File: src/rtl/keypad_time_entry_if.sv
// keypad_time_entry_if: keypad entry inputs and BCD time-register outputs.
// The beep signal exists only when KEY_BEEP_EN is defined.
interface keypad_time_entry_if;
  logic       enablen;
  logic       all_off;
  logic       clr;
  logic [3:0] D;
  logic [3:0] sec_ones;
  logic [3:0] sec_tens;
  logic [3:0] min_ones;
  logic [3:0] min_tens;
  logic       key_valid;
  logic       full;
  logic       nonzero;
`ifdef KEY_BEEP_EN
  logic       beep;
  modport master(output enablen, all_off, clr, D,
                 input sec_ones, sec_tens, min_ones, min_tens, key_valid, full, nonzero, beep);
  modport slave(input enablen, all_off, clr, D,
                output sec_ones, sec_tens, min_ones, min_tens, key_valid, full, nonzero, beep);
`else
  modport master(output enablen, all_off, clr, D,
                 input sec_ones, sec_tens, min_ones, min_tens, key_valid, full, nonzero);
  modport slave(input enablen, all_off, clr, D,
                output sec_ones, sec_tens, min_ones, min_tens, key_valid, full, nonzero);
`endif
endinterface

File: src/rtl/keypad_time_entry.sv
// keypad_time_entry: debounced one-digit-per-press entry into a 4-digit BCD MM:SS register.
// Define KEY_BEEP_EN to add a BEEP_CYCLES-long beep pulse on each accepted press.
module keypad_time_entry #(
  parameter int DEBOUNCE_CYCLES = 4
`ifdef KEY_BEEP_EN
  , parameter int BEEP_CYCLES = 8
`endif
) (
  input logic clk,
  input logic clearn,
  keypad_time_entry_if.slave bus
);
  typedef enum logic [1:0] {IDLE, DEBOUNCE, ACCEPT, WAIT_RELEASE} state_t;
  state_t state, state_n;
  logic [7:0] count, count_n;
  logic [3:0] cand, cand_n;
  logic [15:0] digits;
  logic press, reach;
  assign press = !bus.enablen && !bus.all_off;
  assign reach = 9'(count) + 9'd1 >= 9'(DEBOUNCE_CYCLES);
  always_ff @(posedge clk or negedge clearn) begin
    if (!clearn) begin
      state <= IDLE;
      count <= '0;
      cand <= '0;
    end else begin
      state <= state_n;
      count <= count_n;
      cand <= cand_n;
    end
  end
  // The same counter times the press debounce and the release debounce.
  always_comb begin
    state_n = state;
    count_n = count;
    cand_n = cand;
    case (state)
      IDLE: if (press) begin
        cand_n = bus.D;
        count_n = 8'd1;
        state_n = DEBOUNCE_CYCLES == 1 ? ACCEPT : DEBOUNCE;
      end
      DEBOUNCE: if (press && bus.D == cand) begin
        count_n = count + 8'd1;
        state_n = reach ? ACCEPT : DEBOUNCE;
      end else begin
        count_n = '0;
        state_n = IDLE;
      end
      ACCEPT: begin
        count_n = '0;
        state_n = WAIT_RELEASE;
      end
      default: begin
        count_n = bus.all_off && !reach ? count + 8'd1 : '0;
        state_n = bus.all_off && reach ? IDLE : WAIT_RELEASE;
      end
    endcase
  end
  always_ff @(posedge clk or negedge clearn) begin
    if (!clearn) digits <= '0;
    else if (bus.clr) digits <= '0;
    else if (state == ACCEPT && !bus.full) digits <= {digits[11:0], cand};
  end
  assign {bus.min_tens, bus.min_ones, bus.sec_tens, bus.sec_ones} = digits;
  assign bus.key_valid = state == ACCEPT;
  assign bus.full = |digits[15:12];
  assign bus.nonzero = |digits;
`ifdef KEY_BEEP_EN
  localparam int BW = $clog2(BEEP_CYCLES + 1);
  logic [BW-1:0] beep_cnt;
  always_ff @(posedge clk or negedge clearn) begin
    if (!clearn) beep_cnt <= '0;
    else if (state_n == ACCEPT) beep_cnt <= BW'(BEEP_CYCLES);
    else if (beep_cnt != '0) beep_cnt <= beep_cnt - BW'(1);
  end
  assign bus.beep = beep_cnt != '0;
`endif
endmodule

File: src/flat_wrapper.sv
// flat-port wrapper written by rule: the top's interface ports become plain ports
module keypad_time_entry_flat 
#(
  parameter int DEBOUNCE_CYCLES = 4

)
  (clk, clearn, bus_enablen, bus_all_off, bus_clr, bus_D, bus_sec_ones, bus_sec_tens, bus_min_ones, bus_min_tens, bus_key_valid, bus_full, bus_nonzero);
  keypad_time_entry_if bus_i ();
  input logic clk;
  input logic clearn;
  input wire logic [$bits(bus_i.enablen)-1:0] bus_enablen;
  input wire logic [$bits(bus_i.all_off)-1:0] bus_all_off;
  input wire logic [$bits(bus_i.clr)-1:0] bus_clr;
  input wire logic [$bits(bus_i.D)-1:0] bus_D;
  output wire logic [$bits(bus_i.sec_ones)-1:0] bus_sec_ones;
  output wire logic [$bits(bus_i.sec_tens)-1:0] bus_sec_tens;
  output wire logic [$bits(bus_i.min_ones)-1:0] bus_min_ones;
  output wire logic [$bits(bus_i.min_tens)-1:0] bus_min_tens;
  output wire logic [$bits(bus_i.key_valid)-1:0] bus_key_valid;
  output wire logic [$bits(bus_i.full)-1:0] bus_full;
  output wire logic [$bits(bus_i.nonzero)-1:0] bus_nonzero;
  assign bus_i.enablen = bus_enablen;
  assign bus_i.all_off = bus_all_off;
  assign bus_i.clr = bus_clr;
  assign bus_i.D = bus_D;
  assign bus_sec_ones = bus_i.sec_ones;
  assign bus_sec_tens = bus_i.sec_tens;
  assign bus_min_ones = bus_i.min_ones;
  assign bus_min_tens = bus_i.min_tens;
  assign bus_key_valid = bus_i.key_valid;
  assign bus_full = bus_i.full;
  assign bus_nonzero = bus_i.nonzero;
  keypad_time_entry #(.DEBOUNCE_CYCLES(DEBOUNCE_CYCLES)) u_core (.clk(clk), .clearn(clearn), .bus(bus_i));
endmodule
File: config.mk
export PLATFORM = sky130hd
export DESIGN_NAME = keypad_time_entry_flat
export DESIGN_NICKNAME = d
export VERILOG_FILES = /design/src/rtl/keypad_time_entry_if.sv /design/src/rtl/keypad_time_entry.sv /design/src/flat_wrapper.sv
export SDC_FILE = /design/constraint.sdc
export NUM_CORES = 1
export LEC_CHECK = 0
export ABC_AREA = 1
export CAP_MARGIN = 20
export CORE_MARGIN = 3
export CORE_UTILIZATION = 47
export DETAILED_ROUTE_END_ITERATION = 10
export PLACE_DENSITY = 0.71
export SYNTH_ARGS = -nofsm -noshare
export SYNTH_HDL_FRONTEND = slang
export SYNTH_SLANG_ARGS = --single-unit
File: constraint.sdc
create_clock -name clk -period 1.4 [get_ports clk]
set_input_delay 0.28 -clock clk [delete_from_list [all_inputs] [get_ports clk]]
set_output_delay 0.28 -clock clk [all_outputs]
set_load 0.01 [all_outputs]
==> flow_summary_export.csv <==
group,metric,value,unit
drt,drt_iter0_drc,165,
cells_and_area,instances_no_fill,321,
clock_network,numCtsBuffers,5,
worst_setup_path,reg2regPathDepth,10,
placement,place_congestion,0.835,
worst_setup_path,max_stage_delay,420,ps
placement,portBuffers,27,
worst_setup_path,cp_max_fo,2,
cells_and_area,diodes,0,
timing,fin_crit_sh,1.20,
worst_setup_path,r2r_setup_slack,-150,ps
status,status,"finished, violations left",
pwr,pwr_density_cell,1180,nW/um^2
worst_setup_path,r2r-end,"u_core.state[0]",
logic_synthesis,yosysTopAreaCell,"dfrtp_1",
drt,wl,5.25,mm
drt,ant_nets,0,
clock_network,path_clk_slew,90,ps
logic_synthesis,synth_area_leaders,"dfrtp_1 48%, inv_1 9.4%, nand2_1 9.1%",
worst_setup_path,cp.arrival,1400,ps
worst_setup_path,slowest_stage,"dfrtp_1",
die,num_rows,20,
timing,min_period,1680,ps
die,initial_utilization,0.504,
die,core,3100,sq um
die,fp.dieH,63.7,um
timing,hold_violations,0,
min_path,min_path_type,"in2async",
flow_run,maxCapViolCount,0,
clock_network,cts-htree-levels,2,
timing,setup_ws,-281,ps
worst_setup_path,startpoint_type,"flip-flop",
status,violations,"negative setup slack",
cells_and_area,fin_nets,288,
drt,vias,1755,
cells_and_area,syn_to_final_growth,68.0,%
logic_synthesis,syn_avg_cell_area,7.93,sq um
logic_synthesis,syn_inst,197,
drt,avgRoutedWirePerCell,16.3,um
die,ios,28,
drt,drt_first_pass_iters,5,
pwr,power.leakage,1.27,nW
timing,max-slew-margin-rel,0.795,
global_route,grt_pass1_wl,7.93,mm
logic_synthesis,synth_flop_cell,"dfrtp_1",
logic_synthesis,yosys-top-cells-count,"39 x inv_1, 38 x nand2_1, 30 x dfrtp_1",
timing,tightestPinTransition,305,ps
placement,dp_cells,297,
logic_synthesis,synthArstFlopShare,1.00,
clock_network,cts_hold_buf,0,
timing,slew_violations,0,
clock_network,root_buffer,"clkbuf_4",
worst_setup_path,required,1120,ps
clock_network,clk_latency,330,ps
global_route,grtUsageTotal,0.254,
logic_synthesis,yosysTopAreaCellShare,0.480,
global_route,grt_pass1_vias,1729,
pwr,power,3.10,mW
global_route,antenna_found_initial,0,
drt,vias_per_cell,5.47,
logic_synthesis,yosys_warnings,0,
worst_setup_path,worst-setup-path-type,"reg2out",
logic_synthesis,synth_cell_types,22,
logic_synthesis,syn-num-nets,208,
cells_and_area,drive_above_1_share,0.484,
die,dieArea,4050,sq um
logic_synthesis,synth-seq-cells,30,
worst_setup_path,cp_cell_sequence,"nor4_2, nand4_1, buf_2",
global_route,grt_overflow_total,0,
placement,post-dp-hpwl,3.06,mm
pwr,peakVddDrop,1.08,mV
clock_network,cts.sinks,30,
logic_synthesis,synth-edff-count,0,
worst_setup_path,reg2reg_from,"u_core.count[0]",
clock_network,cts_tree,"yes",
clock_network,cts_buffer_depth,2,
timing,setup-violations-final,22,
timing,fin_worst_skew,7.44,ps
logic_synthesis,synth_area,1560,sq um
logic_synthesis,synth_most_common_cell,"inv_1",
timing,rsz0062_at_grt,"true",
global_route,grt_max_degree,31,
logic_synthesis,seq_area_frac_synth,0.480,
die,die_x,63.7,um
drt,drc,0,
timing,fmax,0.595,GHz
cells_and_area,fillers,183,
placement,place_ws,-201,ps
worst_setup_path,end_kind,"primary output",
==> per-layer routing <==
| metal | share of wire | GRT usage | up-vias |
|---|---|---|---|
| li1 | - | - | 811 |
| met1 | 0.40 | 0.289 | 847 |
| met2 | 0.52 | 0.469 | 82 |
| met3 | 0.053 | 0.0535 | 15 |
| met4 | 0.025 | 0.0809 | 0 |
| met5 | 0 | 0 | - |
==> worst max path at each step <==
stage	start	endpoint	slack (ps)	cells after the start
after floorplan	u_core.count[1]	u_core.state[0]	2	9
after global placement	u_core.digits[10]	bus_nonzero	-170	3
after detailed placement	bus_D[1]	u_core.state[0]	-200	8
after CTS	u_core.digits[4]	bus_nonzero	-170	3
after global routing	u_core.digits[3]	bus_nonzero	-370	3
final	u_core.digits[3]	bus_nonzero	-280	3
==> state kept, by name, summed over array words and instances (netlist names) <==
register       cells
u_core.digits     16
u_core.count       8
u_core.cand        4
u_core.state       2
==> repair_timing <==
action | in CTS | in global routing
endpoints found under the setup margin | 39 | 39
pin swaps | 19 | 10
resized for setup | 70 | 56
buffers inserted | 15 | 5
gates cloned | 0 | 1
==> cells by family (layout without fill, tap and decap cells) <==
family | Yosys count | after routing | share of synthesized area
flops | 30 | 30 | 0.480
buf+inv | 47 | 127 | 0.114
simple gates | 82 | 82 | 0.244
fa+ha+maj | 2 | 2 | 0.0160
compound gates | 35 | 35 | 0.139
xor+xnor | 1 | 1 | 0.00561
==> report_power, final <==
group | total, mW | switching [mW] | internal [mW]
clock | 0.720 | 0.305 | 0.416
combinational | 1.28 | 0.755 | 0.528
sequential | 1.10 | 0.114 | 0.982
==> cell usage in the layout (no fill, tap or decap), types with 3 or more instances in the layout <==
| master | netlist | routed |
|---|---|---|
| buf_4 | 0 | 36 |
| inv_1 | 39 | 34 |
| nand2_1 | 38 | 30 |
| dfrtp_1 | 30 | 28 |
| o22ai_2 | 0 | 14 |
| buf_6 | 0 | 12 |
| inv_2 | 6 | 11 |
| o21ai_0 | 11 | 10 |
| nand3_1 | 16 | 9 |
| nand2_2 | 3 | 9 |
| nand4_1 | 8 | 8 |
| clkdlybuf4s50_1 | 0 | 8 |
| clkbuf_2 | 0 | 8 |
| nor2_1 | 10 | 6 |
| nand3_2 | 1 | 5 |
| clkbuf_4 | 0 | 5 |
| nor2_2 | 2 | 4 |
| dlygate4sd2_1 | 0 | 4 |
| nor4_2 | 0 | 3 |
| nand3_4 | 0 | 3 |
| nor2_4 | 1 | 3 |
==> critical path: cells and delay by family (launching register included) <==
family	cells	cell delay, ps
buffers and inverters	1	160
DFF	1	420
and+or+nand+nor	2	480
==> cell type report <==
| class | count | area (sq um) | area share |
|---|---|---|---|
| Multi-Input combinational cell | 120 | 906 | 0.345 |
| Sequential cell | 30 | 753 | 0.287 |
| Timing Repair Buffer | 75 | 661 | 0.252 |
| Inverter | 45 | 169 | 0.0643 |
| Tap cell | 44 | 55.1 | 0.0210 |
| Clock buffer | 6 | 51.3 | 0.0195 |
| Clock inverter | 1 | 30.0 | 0.0114 |
==> metrics by stage <==
step / utilization / hold WS, ps / instance area, sq um / setup TNS (ps)
after floorplan: - / -15.6 / 1570 / 0
after global placement: 0.686 / 491 / 2130 / -3180
after detailed placement: 0.686 / 522 / 2130 / -4310
after CTS: 0.788 / 322 / 2440 / -381
after global routing: 0.846 / 321 / 2630 / -4630
final: 0.846 / 316 / 2630 / -2840
No activity file was read; power rests on OpenSTA's default activity.
